[config.mk]
export PLATFORM = sky130hd
export DESIGN_NAME = fpu_resp_buffer
export DESIGN_NICKNAME = d
export VERILOG_FILES = /design/src/rtl/fpu_resp_buffer.sv
export SDC_FILE = /design/constraint.sdc
export NUM_CORES = 1
export LEC_CHECK = 0
export ABC_AREA = 1
export CORE_ASPECT_RATIO = 0.7
export CORE_MARGIN = 1.5
export CORE_UTILIZATION = 28
export DETAILED_ROUTE_END_ITERATION = 16
export GPL_ROUTABILITY_DRIVEN = 1
export PLACE_DENSITY = 0.43
export SYNTH_ARGS = -nofsm -noshare
export SYNTH_HDL_FRONTEND = slang
export SYNTH_SLANG_ARGS = --single-unit
[constraint.sdc]
create_clock -name clk -period 5 [get_ports clk]
set_clock_uncertainty 0.05 [all_clocks]
set_input_delay 1 -clock clk [delete_from_list [all_inputs] [get_ports clk]]
set_output_delay 1 -clock clk [all_outputs]
set_load 0.1 [all_outputs]
[src/rtl/fpu_resp_buffer.sv]
// fpu_resp_buffer
//   Credit-based response buffer between an interconnect and an FPU wrapper.
//   A request is forwarded to the FPU only while a FIFO slot can be
//   guaranteed for its response (in-flight + stored < DEPTH). This matters
//   because the FPU response path cannot be backpressured. Responses are
//   stored in push order and presented to the consumer through a
//   valid/ready handshake.
//
// Ports
//   clk, rst_n          : clock, synchronous active-low reset
//   req_i / gnt_o       : interconnect request / grant
//   fpu_req_o/fpu_gnt_i : request to / grant from the FPU wrapper
//   fpu_r*_i            : FPU response (valid, data, flags, tag)
//   resp_*_o            : buffered response (valid, data, flags, tag)
//   resp_ready_i        : consumer ready
//   reserved_o          : in-flight plus stored response count
//   err_o               : sticky protocol error (overflow or stray response)
module fpu_resp_buffer #(
  parameter int ID_WIDTH        = 9,
  parameter int DATA_WIDTH      = 32,
  parameter int FLAGS_OUT_WIDTH = 5,
  parameter int DEPTH           = 4
) (
  input  logic                         clk,
  input  logic                         rst_n,
  input  logic                         req_i,
  output logic                         gnt_o,
  output logic                         fpu_req_o,
  input  logic                         fpu_gnt_i,
  input  logic                         fpu_rvalid_i,
  input  logic [DATA_WIDTH-1:0]        fpu_rdata_i,
  input  logic [FLAGS_OUT_WIDTH-1:0]   fpu_rflags_i,
  input  logic [ID_WIDTH-1:0]          fpu_rID_i,
  output logic                         resp_valid_o,
  output logic [DATA_WIDTH-1:0]        resp_data_o,
  output logic [FLAGS_OUT_WIDTH-1:0]   resp_flags_o,
  output logic [ID_WIDTH-1:0]          resp_ID_o,
  input  logic                         resp_ready_i,
  output logic [$clog2(DEPTH+1)-1:0]   reserved_o,
  output logic                         err_o
);

  localparam int PTR_W   = $clog2(DEPTH);
  localparam int CNT_W   = $clog2(DEPTH + 1);
  localparam int ENTRY_W = DATA_WIDTH + FLAGS_OUT_WIDTH + ID_WIDTH;
  localparam logic [CNT_W-1:0] DEPTH_C = CNT_W'(DEPTH);

  logic [ENTRY_W-1:0] mem_q [DEPTH];

  logic [CNT_W-1:0] reserved_q, reserved_d;
  logic [CNT_W-1:0] cnt_q, cnt_d;
  logic [PTR_W-1:0] wptr_q, wptr_d;
  logic [PTR_W-1:0] rptr_q, rptr_d;
  logic             err_q, err_d;

  logic credit_ok;
  logic issue;
  logic pop;
  logic push;
  logic full;
  logic push_acc;
  logic no_inflight;
  logic res_dec;

  // Credit check uses only registered state, so resp_ready_i never reaches
  // fpu_req_o/gnt_o combinationally; a pop frees its slot one cycle later.
  always_comb begin
    credit_ok    = (reserved_q < DEPTH_C);
    fpu_req_o    = req_i & credit_ok;
    gnt_o        = fpu_gnt_i & credit_ok;
    issue        = fpu_req_o & fpu_gnt_i;
    resp_valid_o = (cnt_q != '0);
    pop          = resp_valid_o & resp_ready_i;
    push         = fpu_rvalid_i;
    full         = (cnt_q == DEPTH_C);
    // A full FIFO still takes a push when a pop drains a slot that cycle.
    push_acc     = push & (~full | pop);
    // No response outstanding: stored entries already cover every credit.
    // Written as a compare so a stored stray response cannot wrap it.
    no_inflight  = (reserved_q <= cnt_q);
    // Pops of stray (uncredited) entries must not underflow the counter.
    res_dec      = pop & ((reserved_q != '0) | issue);
  end

  always_comb begin
    reserved_d = reserved_q;
    cnt_d      = cnt_q;
    wptr_d     = wptr_q;
    rptr_d     = rptr_q;
    err_d      = err_q;

    case ({issue, res_dec})
      2'b10:   reserved_d = reserved_q + CNT_W'(1);
      2'b01:   reserved_d = reserved_q - CNT_W'(1);
      default: reserved_d = reserved_q;
    endcase

    case ({push_acc, pop})
      2'b10:   cnt_d = cnt_q + CNT_W'(1);
      2'b01:   cnt_d = cnt_q - CNT_W'(1);
      default: cnt_d = cnt_q;
    endcase

    if (push_acc) wptr_d = wptr_q + PTR_W'(1);
    if (pop)      rptr_d = rptr_q + PTR_W'(1);

    if (push & ~push_acc)   err_d = 1'b1;
    if (push & no_inflight) err_d = 1'b1;
  end

  always_ff @(posedge clk) begin
    if (!rst_n) begin
      reserved_q <= '0;
      cnt_q      <= '0;
      wptr_q     <= '0;
      rptr_q     <= '0;
      err_q      <= 1'b0;
    end else begin
      reserved_q <= reserved_d;
      cnt_q      <= cnt_d;
      wptr_q     <= wptr_d;
      rptr_q     <= rptr_d;
      err_q      <= err_d;
    end
  end

  // Storage is never reset; resp_valid_o masks stale contents.
  always_ff @(posedge clk) begin
    if (push_acc) mem_q[wptr_q] <= {fpu_rdata_i, fpu_rflags_i, fpu_rID_i};
  end

  assign {resp_data_o, resp_flags_o, resp_ID_o} = mem_q[rptr_q];
  assign reserved_o = reserved_q;
  assign err_o      = err_q;

endmodule

# After elaboration in Yosys (flattened, before gate mapping)
# Memory sizes are Yosys's and may differ from the RTL's. A register that Yosys moved wholly into a read port is not among the register bits.
# Cells that the tools add are included.
[totals] reg_bits=11 ramBits=184 inputBits=52 output_inout_bits=53 n_memories=1
[classes] addsub=6 n_lt_le_gt_ge=2 n_eq_ne=5 mux=8 n_bitwise=12 n_reduce_logical=5
[mem_list] name="mem_q" depth=4 word_bits=46 rd=1 rd_ports_with_merged_regs=1 write_ports=1 line="48" text="logic [ENTRY_W-1:0] mem_q [DEPTH];"
[ops] operator="one-hot mux 3 bit (2 select lines)" count=2
[ops] operator="AND 1 bit" count=8
[ops] operator="adder 3 x 1 -> 3 bit, second input constant" count=2
[ops] operator="nonzero test 2 bit" count=3
[ops] operator="nonzero test 3 bit" count=2
[ops] operator="subtractor 3 x 1 -> 3 bit, second input constant" count=2
[ops] operator="adder 2 x 1 -> 2 bit, second input constant" count=2
[ops] operator="== test 2 x 1 -> 1 bit, second input constant" count=2
[ops] operator="== test 2 bit, second input constant" count=2
[ops] operator="2-to-1 mux 1 bit" count=4
[ops] operator="2-to-1 mux 2 bit" count=2
[ops] operator="== test 3 bit, second input constant" count=1
[ops] operator="<= comparator 3 bit" count=1
[ops] operator="< comparator 3 bit, second input constant" count=1
[ops] operator="NOT 1 bit" count=2
[ops] operator="OR 1 bit" count=2

# Depth between registers and ports, before layout
# Gate-level depths: netlist (run 1).
[depth] ltp_word=8 ltp_mapped=11 depth_no_buf=11

# Worst setup path after synthesis (run 1)
# OpenSTA, ideal clock, no wires.
[synth_timing] path_type="in2reg" startpoint="input fpu_gnt_i" endpoint="register reserved_q[2], in the netlist reserved_o[2]" arrival_ns=3.694 setup_slack_ns=1.133 stages=11 n_path_buf=0 cell_sequence="inv_1 nor2_1 nand2_1 a41oi_1 ha_1 inv_1 fa_1 a21oi_1 o21ai_1 o21ai_0 a21oi_1"
[synth_via] elab_chain_cells=5
[synth_rtl] item="from (decl)" line="29" text="input logic fpu_gnt_i,"
[synth_rtl] item="AND 1 bit *" line="71" text="issue = fpu_req_o & fpu_gnt_i;"
[synth_rtl] item="OR 1 bit" line="82" text="res_dec = pop & ((reserved_q != '0) | issue);"
[synth_rtl] item="AND 1 bit" line="82"
[synth_rtl] item="== test 2 x 1 -> 1 bit / == test 2 bit (equally long branches)" line="92" text="case ({issue, res_dec})"
[synth_rtl] item="one-hot mux 3 bit (2 select lines) / nonzero test 2 bit (equally long branches)"
[synth_rtl] item="to (signal assigned)" line="119" text="reserved_q <= reserved_d;"
[synth_rtl] item="to (decl)" line="50" text="logic [CNT_W-1:0] reserved_q, reserved_d;"
# Every way passes the cells marked *; elsewhere a longest branch is shown, timed or not.
# A chain may end at the register's enable or synchronous reset.

==> results of run 1 <==
==> Yosys cell counts <==
cell | number | area (um^2)
a21oi_1 | 12 | 60.06
a21oi_4 | 1 | 16.27
a41oi_1 | 1 | 8.760
buf_2 | 7 | 35.03
buf_4 | 1 | 7.510
buf_6 | 10 | 112.6
clkbuf_1 | 11 | 41.29
clkbuf_2 | 1 | 5.000
dfxtp_1 | 13 | 260.3
edfxtp_1 | 184 | 5525
fa_1 | 2 | 40.04
ha_1 | 8 | 100.1
inv_1 | 22 | 82.58
inv_2 | 2 | 7.510
nand2_1 | 6 | 22.52
nand2_2 | 4 | 25.02
nand3_1 | 5 | 25.02
nand4_1 | 1 | 6.260
nor2_1 | 107 | 401.6
nor2_4 | 1 | 11.26
o21ai_0 | 53 | 265.3
o21ai_1 | 49 | 245.2
o22ai_1 | 46 | 287.8
==> through the flow <==
step	total power, uW	instance area (um^2)	worst slack (ns)
floorplan	3140	7592	1.133
global placement	3478	8944	1.266
detailed placement	3489	8944	1.206
CTS	4817	9519	0.7166
global route	4951	9519	0.6487
finish	4759	9519	0.8752
==> final timing paths <==
| kind | startpoint | cells past startpoint | end |
|---|---|---|---|
| max reg2reg | cnt_q[0] | 5 | mem_q[3][40] |
| min | rptr_q[1] | 2 | flip-flop |
| min reg2reg | rptr_q[1] | 2 | flip-flop |
| max | flip-flop | 3 | resp_data_o[3] |
==> worst min-delay path, cell delays in order (launching register included) <==
cell	delay (ns)
dfxtp_1	0.30
inv_1	0.06
a21oi_1	0.08
==> registers in the layout, indices dropped and copies added, names as in the netlist, named ones only <==
register and cells:
mem_q 184, reserved_o 3, cnt_q 3, wptr_q 2, rptr_q 2, err_o 1
==> layout make-up <==
class	count	area, um^2	share of cell area (%)
Sequential cell	197	5791	60.83
Multi-Input combinational cell	296	1545	16.23
Timing Repair Buffer	112	1061	11.15
Clock buffer	24	501.7	5.271
Tap cell	364	455.4	4.784
Inverter	24	91.34	0.9595
Clock inverter	7	73.82	0.7755
==> cell families after synthesis <==
family / count (synthesis) / synth area share (%)
and+or+nand+nor: 124 / 6.477
adders and majority gates: 10 / 1.846
buffers and inverters: 54 / 3.840
DFF: 197 / 76.20
AOI/OAI and AO/OA: 162 / 11.63
==> per-layer routing <==
metal | GRT usage [%] | vias to the layer above | wire length (um)
met5 | 0 | - | 0
met4 | 3.205 | 0 | 146
met3 | 3.732 | 12 | 808
met2 | 20.36 | 87 | 8181
met1 | 18.10 | 2281 | 8575
li1 | - | 2224 | -
==> report_power, final <==
group / total (uW) / switching [uW] / internal [uW]
sequential: 1950 / 42.8 / 1910
combinational: 1490 / 1170 / 313
clock: 1320 / 572 / 751
total: 4760 / 1790 / 2970
==> run metrics, run 1 <==
status complete, no violations; Congestion Overflow GR 0; Post-Route WL around 18 mm; Post-DP HPWL a little over 10 mm; fillcell total 2643; Synth cell types 23; synthesized area 7592 um^2; Non-Filler Instances 1024; die extent in x between 150 and 200 um; mean area per synthesized cell about 14 um^2; Power Dens Cells between 400 and 500 nW/um^2; Max-cap violations 0; Port Buf Inserts between 100 and 150; Detailed Route Iter0 Violations around 260; initial antenna violation count 1; CORE AREA 26710 um^2; drt first pass iters 4; post-CTS setup buffers 0; static leakage ~0.0032 uW; post-cts repair resize count 0; maximum root-to-sink buffer count 2; Chip Height 140.8 um; Routed Antenna Nets 0; sequential area share after synthesis 76.20%; Startpoint Class flip-flop; nets just over 700; Num CTS Buffers 17; arrival time worst endpoint approximately 3.1 ns; wire length of the first global-routing pass between 20 and 30 mm; Gate Count Post-Synth approximately 550; ANT cells 0; number of cell rows 50; largest net degree at the start of global routing 65; Clock Tree Root clkbuf_16; Worst-Skew Late Latency between 0.4 and 0.5 ns; max-slew violations 0; CTS sink count 197; share of post-route cells with drive strength above 1 between 10% and 20%; Initial Util around 28%; Synth-to-Final Area Change 25.38%; H-Tree Depth 4; routability cong. just over 0.7; Worst Tran Pin Value about 1.0 ns; Worst Setup End Kind primary output; drt wl/cell around 17 um; Layout Utilization 35.63%; VDD IR max about 0.00027 V; Via Count roughly 4600; routed vias/inst approximately 4.5; setup TNS 0 ns; final hold vios 0; crit-path max FO 47; crit path kind reg2out; YS warnings 0; Critical Path Max Stage Delay between 1 and 1.5 ns; Die ar. about 28000 um^2; Req. time, crit path 3.95 ns; syn_nets slightly above 600; critical-path cell with the highest stage delay clkdlybuf4s50_1; Hold Buf Count CTS 0; most frequent cells in the layout edfxtp_1 (184), nor2_1 (103), clkdlybuf4s50_1 (68); CTS tree built; RSZ-0062 raised after global routing no; Fmax 0.2424 GHz; Tcrit/Tclk final 82.50%; # IOs 105; WHS about 0.43 ns; synthesis-stage register bit count between 150 and 200; critical path buffer and inverter count 1; commonest non-fill, non-tap cell in the layout edfxtp_1; Clock transition at path regs about 0.06 ns; Slew headroom between 30% and 40%; Finish-stage setup viols 0; GRT Overall Usage 13.12%; dpl cells between 900 and 1000; worst reg2reg setup slack 2.78 ns; fin crit period just over 4 ns; CP delay by family, top buffers and inverters; DR DRC count 0; CP cell instances o21ai_0, o22ai_1, clkdlybuf4s50_1; vias in the first global route ~4600; Hold Crit Class reg2reg
No activity file was read; power rests on OpenSTA's default activity.
==> run 2, diff against run 1 <==
Settings changed: PLACE_DENSITY 0.43 to 0.45.
Clock period 5 ns to 3.41 ns, I/O delays scaled along.
==> run metrics, run 2 (synthesis results as in run 1) <==
launching point of the worst reg2reg path cnt_q[0]; Finish-stage setup viols 0; DR DRC count 0; Worst-Skew Late Latency between 0.4 and 0.5 ns; critical hold path startpoint rptr_q[1]; Synth-to-Final Area Change 32.86%; sequential share of power between 30% and 40%; reg-to-reg endpoint reserved_o[2]; CP cell instances inv_2, buf_4, o21ai_1, o22ai_1, buf_12; Clock Tree Root clkbuf_16; critical-path cell with the highest stage delay dfxtp_2; # IOs ~110; maximum root-to-sink buffer count 2; Clk pwr share between 20% and 30%; Post-DP HPWL around 10 mm; number of cell rows 50; fin crit period around 3 ns; status complete, no violations; Post-Route WL 17.09 mm; Clock transition at path regs around 0.07 ns; post-CTS setup buffers 0; GRT Overall Usage approximately an eighth; static leakage ~0.0035 uW; hold path depth 2; most frequent cells in the layout edfxtp_1 (184), nor2_1 (102), o21ai_0 (53); Slew headroom 61.65%; CTS tree built; Fmax 0.3250 GHz; dpl cells 1000; worst r2r path cells 11; Startpoint Class flip-flop; Detailed Route Iter0 Violations 221; Port Buf Inserts 104; final hold vios 0; Routed Antenna Nets 0; Num CTS Buffers 17; largest net degree at the start of global routing just under 50; Top Layer Used met4; CORE AREA approximately 27000 um^2; Congestion Overflow GR 0; post-cts repair resize count 0; Req. time, crit path ~2.7 ns; share of post-route cells with drive strength above 1 17.37%; VDD IR max between 0.0003 and 0.0004 V; Hold Buf Count CTS 0; Max-cap violations 0; total power approximately 7500 uW; sw frac roughly 38%; Largest register FFs 184; RSZ-0062 raised after global routing no; vias in the first global route 4610; worst reg2reg setup slack approximately 1.3 ns; initial antenna violation count 0; commonest non-fill, non-tap cell in the layout edfxtp_1; Worst Setup End Kind primary output; crit path kind reg2out; crit-path max FO 24; arrival time worst endpoint 2.34 ns; Biggest register mem_q; routed length on met2 about 8.3 mm; WL met1 ~7.9 mm; fillcell total 2517; Power Dens Cells 740.7 nW/um^2; Initial Util around 28%; max-slew violations 0; H-Tree Depth 4; sw power between 2000 and 3000 uW; Comb pwr share 34.8%; ANT cells 0; Critical Path Max Stage Delay roughly 0.51 ns; CTS sink count 197; nets between 700 and 800; metal3 WL ~700 um; Tcrit/Tclk final between 90% and 100%; Worst Tran Pin Value ~0.58 ns; routability cong. 0.7574; Die ar. ~28000 um^2; Chip Height 140.8 um; multi-input logic area 1548 um^2; drt first pass iters 4; drt wl/cell around 17 um; setup TNS 0 ns; routed vias/inst around 4.5; Pint about 4600 uW; Non-Filler Instances 1032; FF+latch area 5791 um^2; wire length of the first global-routing pass approximately 26 mm; Hold Crit Class reg2reg; die extent in x 199.8 um; Via Count between 4000 and 5000
==> run 2: layout make-up <==
cell class                 count  share of cell area, %
tap                          364                  4.515
sequential                   197                  57.40
inverter                      24                 0.9055
clock buffer                  17                  4.217
multi-input combinational    296                  15.34
clock inverter                15                  1.786
timing repair buffer         119                  15.83
==> run 2: worst max-delay path by stage <==
stage                 endpoint  cells past startpoint    startpoint  slack, ns
3_5_place_dp     reserved_o[2]                     12     fpu_gnt_i       0.66
3_3_place_gp     reserved_o[2]                     12     fpu_gnt_i       0.65
5_1_grt        resp_data_o[12]                      5     flip-flop       0.13
4_1_cts        resp_flags_o[3]                      5     flip-flop       0.23
6_report       resp_data_o[19]                      5     flip-flop       0.33
2_1_floorplan      mem_q[0][0]                      4  resp_ready_i       0.06
==> run 2: per-stage QoR <==
stage               cell area, um^2  util [%]  hold WS (ns)  worst slack (ns)
floorplan                      7595         -        0.3918           0.06477
detailed placement             9482     35.49        0.4066            0.6583
global route                  10090     37.76        0.4383            0.1296
CTS                           10090     37.76        0.4201            0.2278
finish                        10090     37.76        0.4154            0.3332
global placement               9482     35.49        0.4099            0.6515
==> run 2: worst max-delay path, delay by kind of cell, from the launching register on <==
kind	cells	cell delay (ns)
compound gates	2	0.43
buf+inv	3	0.97
flops	1	0.51
==> run 2: power groups by stage <==
stage	Clock (uW)	Sequential, uW	Combinational (uW)
4_1_cts	2080	2850	2630
3_3_place_gp	0	2900	2600
5_1_grt	2170	2860	2720
2_1_floorplan	0	2960	1640
6_report	2020	2850	2600
3_5_place_dp	0	2910	2620
==> run 2: per-layer routing <==
layer	track usage [%]	vias up
met1	16.33	2342
met3	3.134	9
met5	0	-
met4	3.918	0
li1	-	2234
met2	20.71	71
==> run 3, diff against run 2 <==
Settings changed: DONT_BUFFER_PORTS set to 1, PLACE_DENSITY 0.45 to 0.4.
==> run metrics, run 3 (synthesis results as in run 1) <==
multi-input logic area 1838 um^2; post-CTS setup buffers 0; FF+latch area about 5800 um^2; Hold Crit Class in2reg; fillcell total ~2600; final hold vios 0; Post-Route WL ~18 mm; worst reg2reg setup slack between 0.9 and 1 ns; initial antenna violation count 0; Layout Utilization between 30% and 40%; Congestion Overflow GR 0; largest net degree at the start of global routing 93; Clock Tree Root clkbuf_16; launching point of the worst reg2reg path cnt_q[0]; Biggest register mem_q; Via Count roughly 4500; Initial Util ~28%; Hold Buf Count CTS 0; Num CTS Buffers 17; critical hold path startpoint fpu_rID_i[2]; Detailed Route Iter0 Violations between 150 and 200; post-cts repair resize count 0; Worst-Skew Late Latency around 0.44 ns; Slew headroom between 30 and 40%; commonest non-fill, non-tap cell in the layout edfxtp_1; Power Dens Cells 751.9 nW/um^2; DR DRC count 0; crit path kind reg2out; vias in the first global route ~4600; Tcrit/Tclk final roughly 84%; CTS sink count 197; crit-path max FO 26; setup TNS 0 ns; Startpoint Class flip-flop; # IOs between 100 and 150; H-Tree Depth 4; ANT cells 0; wire length of the first global-routing pass approximately 27 mm; arrival time worst endpoint 2.13 ns; critical path endpoint resp_data_o[22]; RSZ-0062 raised after global routing no; hold path depth 0; most frequent cells in the layout edfxtp_1 (184), nor2_1 (101), o21ai_0 (53); Max-cap violations 0; Worst Tran Pin Value about 0.96 ns; static leakage between 0.003 and 0.004 uW; Worst Setup End Kind primary output; Port Buf Inserts 0; GRT Overall Usage between 10% and 20%; VDD IR max about 0.00032 V; routability cong. ~0.75; Post-DP HPWL roughly 10 mm; share of post-route cells with drive strength above 1 around 25%; number of cell rows 50; routed vias/inst between 4 and 5; status complete, no violations; max-slew violations 0; CTS tree built; Fmax 0.3496 GHz; Chip Height ~140 um; Req. time, crit path approximately 2.7 ns; reg-to-reg endpoint reserved_o[2]; Routed Antenna Nets 0; Synth-to-Final Area Change 27.44%; drt first pass iters 4; Finish-stage setup viols 0; Die ar. roughly 28000 um^2; nets approximately 660; Largest register FFs between 150 and 200; Clock transition at path regs approximately 0.080 ns; die extent in x between 150 and 200 um; worst r2r path cells 11; maximum root-to-sink buffer count 2; CORE AREA approximately 27000 um^2; drt wl/cell around 19 um; fin crit period 2.861 ns
-- run 3: metal layers --
metal / track usage [%] / part of all wire, % / wire length [um]
met1: 16.89 / 45 / 8225
met2: 21.86 / 48 / 8661
met3: 4.880 / 6.1 / 1112
met4: 3.918 / 0.85 / 154
met5: 0 / 0 / 0
-- run 3: metrics by stage --
stage	worst slack [ns]	total power [uW]	instance area [um^2]	instances	hold WS, ns
CTS	0.5050	7378	9676	974	0.2494
global route	0.4117	7564	9676	974	0.2432
floorplan	0.06477	4605	7595	547	0.3918
global placement	0.8815	5415	9121	942	0.3982
detailed placement	0.8843	5441	9121	942	0.4024
finish	0.5493	7275	9676	974	0.2776
-- run 3: report_power, final --
group	internal [uW]	leakage [uW]	switching [uW]
Clock	1010	0.000269	900
Combinational	701	0.00120	1800
Sequential	2800	0.00180	67.7
Total	4510	0.00327	2760
-- run 3: how the worst min path moves through the flow --
stage / to
3_5_place_dp: flip-flop
5_1_grt: mem_q[0][2]
3_3_place_gp: flip-flop
4_1_cts: mem_q[2][2]
2_1_floorplan: flip-flop
6_report: mem_q[1][2]
-- run 3: layout make-up --
type                            count  area share [%]
Sequential cell                   197           59.85
Multi-Input combinational cell    296           19.00
Timing Repair Buffer               61           9.776
Tap cell                          364           4.707
Clock buffer                       18           4.436
Clock inverter                     14           1.293
Inverter                           24          0.9440
-- run 3: critical path, stage by stage, from the launching register on --
cell	delay, ns
dfxtp_4	0.36
clkinv_2	0.32
buf_4	0.36
nor2_1	0.09
o22ai_2	0.23
buf_4	0.33
